**src/rtl/ttt_pkg.sv**
```systemverilog
// Shared types for the tic-tac-toe turn controller: cell/board encoding,
// winner codes and controller states.
package ttt_pkg;

   typedef logic [1:0] cell_t;
   localparam cell_t CELL_EMPTY = 2'b11;

   // board[y][x]; cell (y,x) lands at flat bits [(y*3+x)*2 +: 2]
   typedef cell_t [2:0][2:0] board_t;
   localparam board_t BOARD_EMPTY = '1;

   localparam logic [1:0] WIN_P0   = 2'd0;
   localparam logic [1:0] WIN_P1   = 2'd1;
   localparam logic [1:0] WIN_DRAW = 2'd2;
   localparam logic [1:0] WIN_NONE = 2'd3;

   localparam logic [1:0] S_IDLE  = 2'd0;
   localparam logic [1:0] S_TURN  = 2'd1;
   localparam logic [1:0] S_CHECK = 2'd2;
   localparam logic [1:0] S_OVER  = 2'd3;

   typedef enum logic [1:0] {
      ST_IDLE  = S_IDLE,
      ST_TURN  = S_TURN,
      ST_CHECK = S_CHECK,
      ST_OVER  = S_OVER
   } ctrl_state_t;

endpackage

```
**src/rtl/ttt_win_check.sv**
```systemverilog
// Combinational line detector: win is high when any row, column or diagonal
// is fully owned by the given player.
import ttt_pkg::*;

module ttt_win_check (
   input  board_t board,
   input  logic   player,
   output logic   win
);

   cell_t      p;
   logic [2:0] row_hit;
   logic [2:0] col_hit;
   logic [1:0] diag_hit;

   assign p = {1'b0, player};

   // NOTE: every output of a combinational block is assigned on every path, so no latch is inferred.
   always_comb begin
      for (int i = 0; i < 3; i++) begin
         row_hit[i] = (board[i][0] == p) && (board[i][1] == p) && (board[i][2] == p);
         col_hit[i] = (board[0][i] == p) && (board[1][i] == p) && (board[2][i] == p);
      end
      diag_hit[0] = (board[0][0] == p) && (board[1][1] == p) && (board[2][2] == p);
      diag_hit[1] = (board[0][2] == p) && (board[1][1] == p) && (board[2][0] == p);
      win = (|row_hit) | (|col_hit) | (|diag_hit);
   end

endmodule

```
**src/rtl/ttt_game_ctrl.sv**
```systemverilog
// Turn scheduler and referee: grants the player on turn, validates and applies
// moves, and ends the game on a win, a full board or a turn timeout.
import ttt_pkg::*;

module ttt_game_ctrl #(
   parameter int TIMEOUT_CYCLES = 255,
   parameter int STARTER        = 0
) (
   input  logic        clk,
   input  logic        reset,
   input  logic        start,
   input  logic [1:0]  req_valid,
   input  logic [1:0]  req_x0,
   input  logic [1:0]  req_y0,
   input  logic [1:0]  req_x1,
   input  logic [1:0]  req_y1,
   output logic [1:0]  req_ready,
   output logic        rsp_valid,
   output logic        rsp_ok,
   output logic [17:0] board,
   output logic        turn,
   output logic        game_over,
   output logic [1:0]  winner,
   output logic        timeout
);

   localparam int            TW         = $clog2(TIMEOUT_CYCLES + 1);
   localparam logic [TW-1:0] TIMER_LAST = TW'(TIMEOUT_CYCLES - 1);

   ctrl_state_t   state;
   board_t        board_q;
   logic [3:0]    move_cnt;
   logic [TW-1:0] timer;

   logic [1:0] mx, my;
   logic       handshake;
   logic       legal;
   logic       win;

   always_comb begin
      mx        = turn ? req_x1 : req_x0;
      my        = turn ? req_y1 : req_y0;
      handshake = (state == ST_TURN) && req_valid[turn];
      legal     = handshake && (mx < 2'd3) && (my < 2'd3)
                  && (board_q[my][mx] == CELL_EMPTY);
   end

   assign req_ready = (state == ST_TURN) ? (turn ? 2'b10 : 2'b01) : 2'b00;
   assign board     = board_q;
   assign game_over = (state == ST_OVER);

   // CHECK judges the player who just moved, before turn toggles
   ttt_win_check u_win_check (
      .board  (board_q),
      .player (turn),
      .win    (win)
   );

   // NOTE: non-blocking assignments throughout, so every register sees pre-edge values.
   always_ff @(posedge clk) begin
      if (reset) begin
         state     <= ST_IDLE;
         board_q   <= BOARD_EMPTY;
         move_cnt  <= '0;
         timer     <= '0;
         turn      <= 1'(STARTER);
         winner    <= WIN_NONE;
         timeout   <= 1'b0;
         rsp_valid <= 1'b0;
         rsp_ok    <= 1'b0;
      end else begin
         rsp_valid <= 1'b0;
         rsp_ok    <= 1'b0;
         case (state)
            ST_IDLE, ST_OVER: begin
               if (start) begin
                  board_q  <= BOARD_EMPTY;
                  move_cnt <= '0;
                  timer    <= '0;
                  winner   <= WIN_NONE;
                  timeout  <= 1'b0;
                  turn     <= 1'(STARTER);
                  state    <= ST_TURN;
               end
            end
            ST_TURN: begin
               if (handshake) begin
                  // an illegal request is answered but neither ages the timer nor forfeits
                  rsp_valid <= 1'b1;
                  rsp_ok    <= legal;
                  if (legal) begin
                     board_q[my][mx] <= {1'b0, turn};
                     if (move_cnt != 4'd9) move_cnt <= move_cnt + 4'd1;
                     state <= ST_CHECK;
                  end
               end else if (timer == TIMER_LAST) begin
                  winner  <= {1'b0, ~turn};
                  timeout <= 1'b1;
                  state   <= ST_OVER;
               end else begin
                  timer <= timer + 1'b1;
               end
            end
            ST_CHECK: begin
               if (win) begin
                  winner <= {1'b0, turn};
                  state  <= ST_OVER;
               end else if (move_cnt == 4'd9) begin
                  winner <= WIN_DRAW;
                  state  <= ST_OVER;
               end else begin
                  turn  <= ~turn;
                  timer <= '0;
                  state <= ST_TURN;
               end
            end
            default: state <= ST_IDLE;
         endcase
      end
   end

endmodule

```
**config.mk**
```make
export PLATFORM = sky130hd
export DESIGN_NAME = ttt_game_ctrl
export DESIGN_NICKNAME = d
export VERILOG_FILES = /design/src/rtl/ttt_pkg.sv /design/src/rtl/ttt_win_check.sv /design/src/rtl/ttt_game_ctrl.sv
export SDC_FILE = /design/constraint.sdc
export NUM_CORES = 1
export LEC_CHECK = 0
export CAP_MARGIN = 5
export CORE_UTILIZATION = 41
export CTS_CLUSTER_DIAMETER = 50
export DETAILED_ROUTE_END_ITERATION = 7
export PLACE_DENSITY = 0.66
export SLEW_MARGIN = 20
export SYNTH_ARGS = -nofsm -noshare
export SYNTH_HDL_FRONTEND = slang
export SYNTH_SLANG_ARGS = --single-unit
```
**constraint.sdc**
```tcl
create_clock -name clk -period 2.2 [get_ports clk]
set_input_delay 0.33 -clock clk [delete_from_list [all_inputs] [get_ports clk]]
set_output_delay 0.33 -clock clk [all_outputs]
set_load 0.02 [all_outputs]
```
==> results.cfg <==
[run_status]
status = finished with violations
violations = negative setup slack

[flow_run]
cap_violations = 0

[synthesis]
yosysTopAreaCellShare_pct = 30.65
ys_warn_count = 0
async_flop_share_pct = 0
ys_seq_area_share_pct = 30.65
synth-edff-count = 0
yosysMostFrequentCell = dfxtp_1
synthTopCellsByArea = dfxtp_1, nor2_1, a21oi_1
synth-seq-cells = 38
syn_nets = 330
syn_area_sq_um = 2482
post_synth.cell_area_avg_sq_um = 8.034
synth-main-ff-cell = dfxtp_1
ys_types = 63
synth_top_area_cell = dfxtp_1
netlist_instances = 309
synth_commonest_cells = dfxtp_1, nor2_1, nand2_1, a21oi_1, nor3_1

[place]
numPortBuffers = 39
hpwl_microns = 5670
gp_congestion = 0.9100
place_ws_ns = -0.6372

[clocking]
cts.clk_slew.worst_paths_ns = 0.09
clock-sinks = 38
cts_made_buffers = 5
clk_latency_ns = 0.30
root_buffer = clkbuf_8
htree_levels = 2
cts_tree = done
cts_hold_buf = 0
cts_buffer_depth = 2

[route]
vias = 2856
route.detailed.drc = 0
wl_per_cell_microns = 18.21
drt_iter0_drc = 285
ant_nets = 0
vias_per_cell = 5.877
drt_pre_antenna_iters = 4
wl_microns = 8852

[cells_and_area]
area_delta_synth_final_pct = 63.26
multi_input_area_sq_um = 2051
fillers = 412
diodes = 0
nNetsFinal = 434
drive_gt1_share_pct = 37.20
seqCellArea_sq_um = 764.5

[worst_setup_path]
cp_data_required_time_ns = 2.40
path_cells = buf_12, buf_8, buf_6, nand2_4, o32ai_4, and3_4, a311oi_4, buf_4, nand4_4, buf_6, o21ba_1, a311oi_2
start_kind = flip-flop
end_kind = flip-flop
setup.worst_path.class = flip-flop to flip-flop
slowest_stage = dfxtp_4
worst_path_most_repeated_cell = buf_6
critPathMaxStageDelay_ns = 0.40
rr_startpoint = turn$_SDFFE_PP0P_
crit_path_start = turn$_SDFFE_PP0P_
path_buf_inv = 5
critPathMaxFanout = 6
crit_family = compound AO/OA/AOI/OAI gates
arrival_ns = 2.60

[sta]
rsz0062_at_grt = yes
fin_hold_ws_ns = 0.4811
slew_violations = 0
period_needed_ns = 2.391
skew_ns = 0.01114
hold_viol_final = 0
period_share_pct = 108.7
worst_slack_ns = -0.1914
slew_headroom_pct = 72.36
finalSetupViolCount = 36
worstMarginPinSlew_ns = 0.4131
max_freq_mhz = 418.2

[grt]
groute.usage.overall_pct = 27.95
grt_pass1_vias = 2765
grt_pass1_wl_microns = 13750
antenna_found_initial = 0
gr-total-overflow = 0
grt_max_degree = 18

[hold_path]
min-delay-start = timeout$_SDFFE_PP0P_
hold_path.class = flip-flop to flip-flop

[floorplanning]
die-area_sq_um = 6370
die_x_microns = 79.81
core.rowCount = 27
die_y_microns = 79.81
initial_core_util_pct = 43.74
io_pins = 40
core_area_sq_um = 5675

[power]
p_per_area_nw_per_um2 = 426.7
finalPower_mw = 1.729
ir_worst_vdd_v = 0.0002662
p_leak_nw = 1.498
[flip-flops by register name, summed over array words and instances (netlist names)]
signal     flops
rsp_valid      1
turn           1
board         18
move_cnt       4
rsp_ok         1
timer          8
winner         2
state          2
timeout        1
[final cells by class]
cell class	count	area share, %
Multi-Input combinational cell	248	50.60
Timing Repair Buffer	109	24.98
Sequential cell	38	18.86
Tap cell	72	2.223
Clock buffer	6	2.038
Inverter	11	1.019
Clock inverter	2	0.2779
[placed cells by master, fill, tap and decap left out, types with 6 or more instances in the layout]
cell / synthesis / routed
and3_1: 9 / 6
a21oi_1: 20 / 12
clkbuf_8: 0 / 6
nand3_1: 7 / 7
buf_4: 1 / 54
nand2b_1: 10 / 10
dfxtp_1: 38 / 37
buf_6: 1 / 12
nand2_1: 24 / 20
clkdlybuf4s50_1: 0 / 35
o21ai_2: 0 / 6
nor3_1: 13 / 8
ha_1: 8 / 8
a21oi_2: 1 / 7
inv_1: 11 / 11
nor2_1: 37 / 35
[cell families after synthesis]
family                   count (synthesis)  share of synthesized area, %
AND/OR/NAND/NOR                        144                         32.11
AO/OA/AOI/OAI                           82                         23.49
flip-flops                              38                         30.65
buffers and inverters                   23                         4.133
multiplexers                             9                         3.831
adder cells (fa/ha/maj)                  8                         4.032
XOR/XNOR                                 5                         1.764
[report_power, final]
| part | total [mW] | internal, mW | switching [mW] |
|---|---|---|---|
| combinational | 0.497 | 0.218 | 0.279 |
| clock | 0.524 | 0.253 | 0.271 |
| sequential | 0.708 | 0.699 | 0.00964 |
[routing by layer]
metal  GRT usage, %  up-vias  share of wire (%)
li1               -     1351                  -
met1          35.76     1360                 43
met2          45.38      123                 47
met3          5.943       22                7.1
met4          11.25        0                2.6
met5              0        -                  0
[repair_timing]
| action | CTS | global route |
|---|---|---|
| pin swaps | 29 | 25 |
| buffers inserted | 14 | 5 |
| endpoints found under the setup margin | 37 | 37 |
| gates cloned | 2 | 0 |
| gates resized for setup | 58 | 43 |
[path summary, 6_finish.rpt]
| path | endpoint | slack (ns) | cells past startpoint |
|---|---|---|---|
| setup reg to reg | move_cnt[0]$_SDFFE_PP0P_ | -0.19 | 12 |
| hold reg to reg | timeout$_SDFFE_PP0P_ | 0.48 | 2 |
| hold / removal | timeout$_SDFFE_PP0P_ | 0.48 | 2 |
| setup / recovery | move_cnt[0]$_SDFFE_PP0P_ | -0.19 | 12 |
[through the flow]
stage	utilization, %	cell area (sq um)	TNS [ns]	cells
2_1_floorplan	-	2515	-1.473	309
4_1_cts	68.10	3865	-3.032	484
3_3_place_gp	58.84	3339	-14.94	461
6_report	71.41	4053	-3.557	486
5_1_grt	71.41	4053	-6.824	486
3_5_place_dp	58.84	3339	-16.19	461
[worst register-to-register path, cell delays in order, from the launching register on]
cell      delay [ns]
dfxtp_4         0.40
buf_12          0.15
buf_8           0.12
buf_6           0.13
nand2_4         0.07
o32ai_4         0.08
and3_4          0.20
a311oi_4        0.29
buf_4           0.17
nand4_4         0.13
buf_6           0.17
o21ba_1         0.18
a311oi_2        0.23
Power figures use the tool's default switching activity.
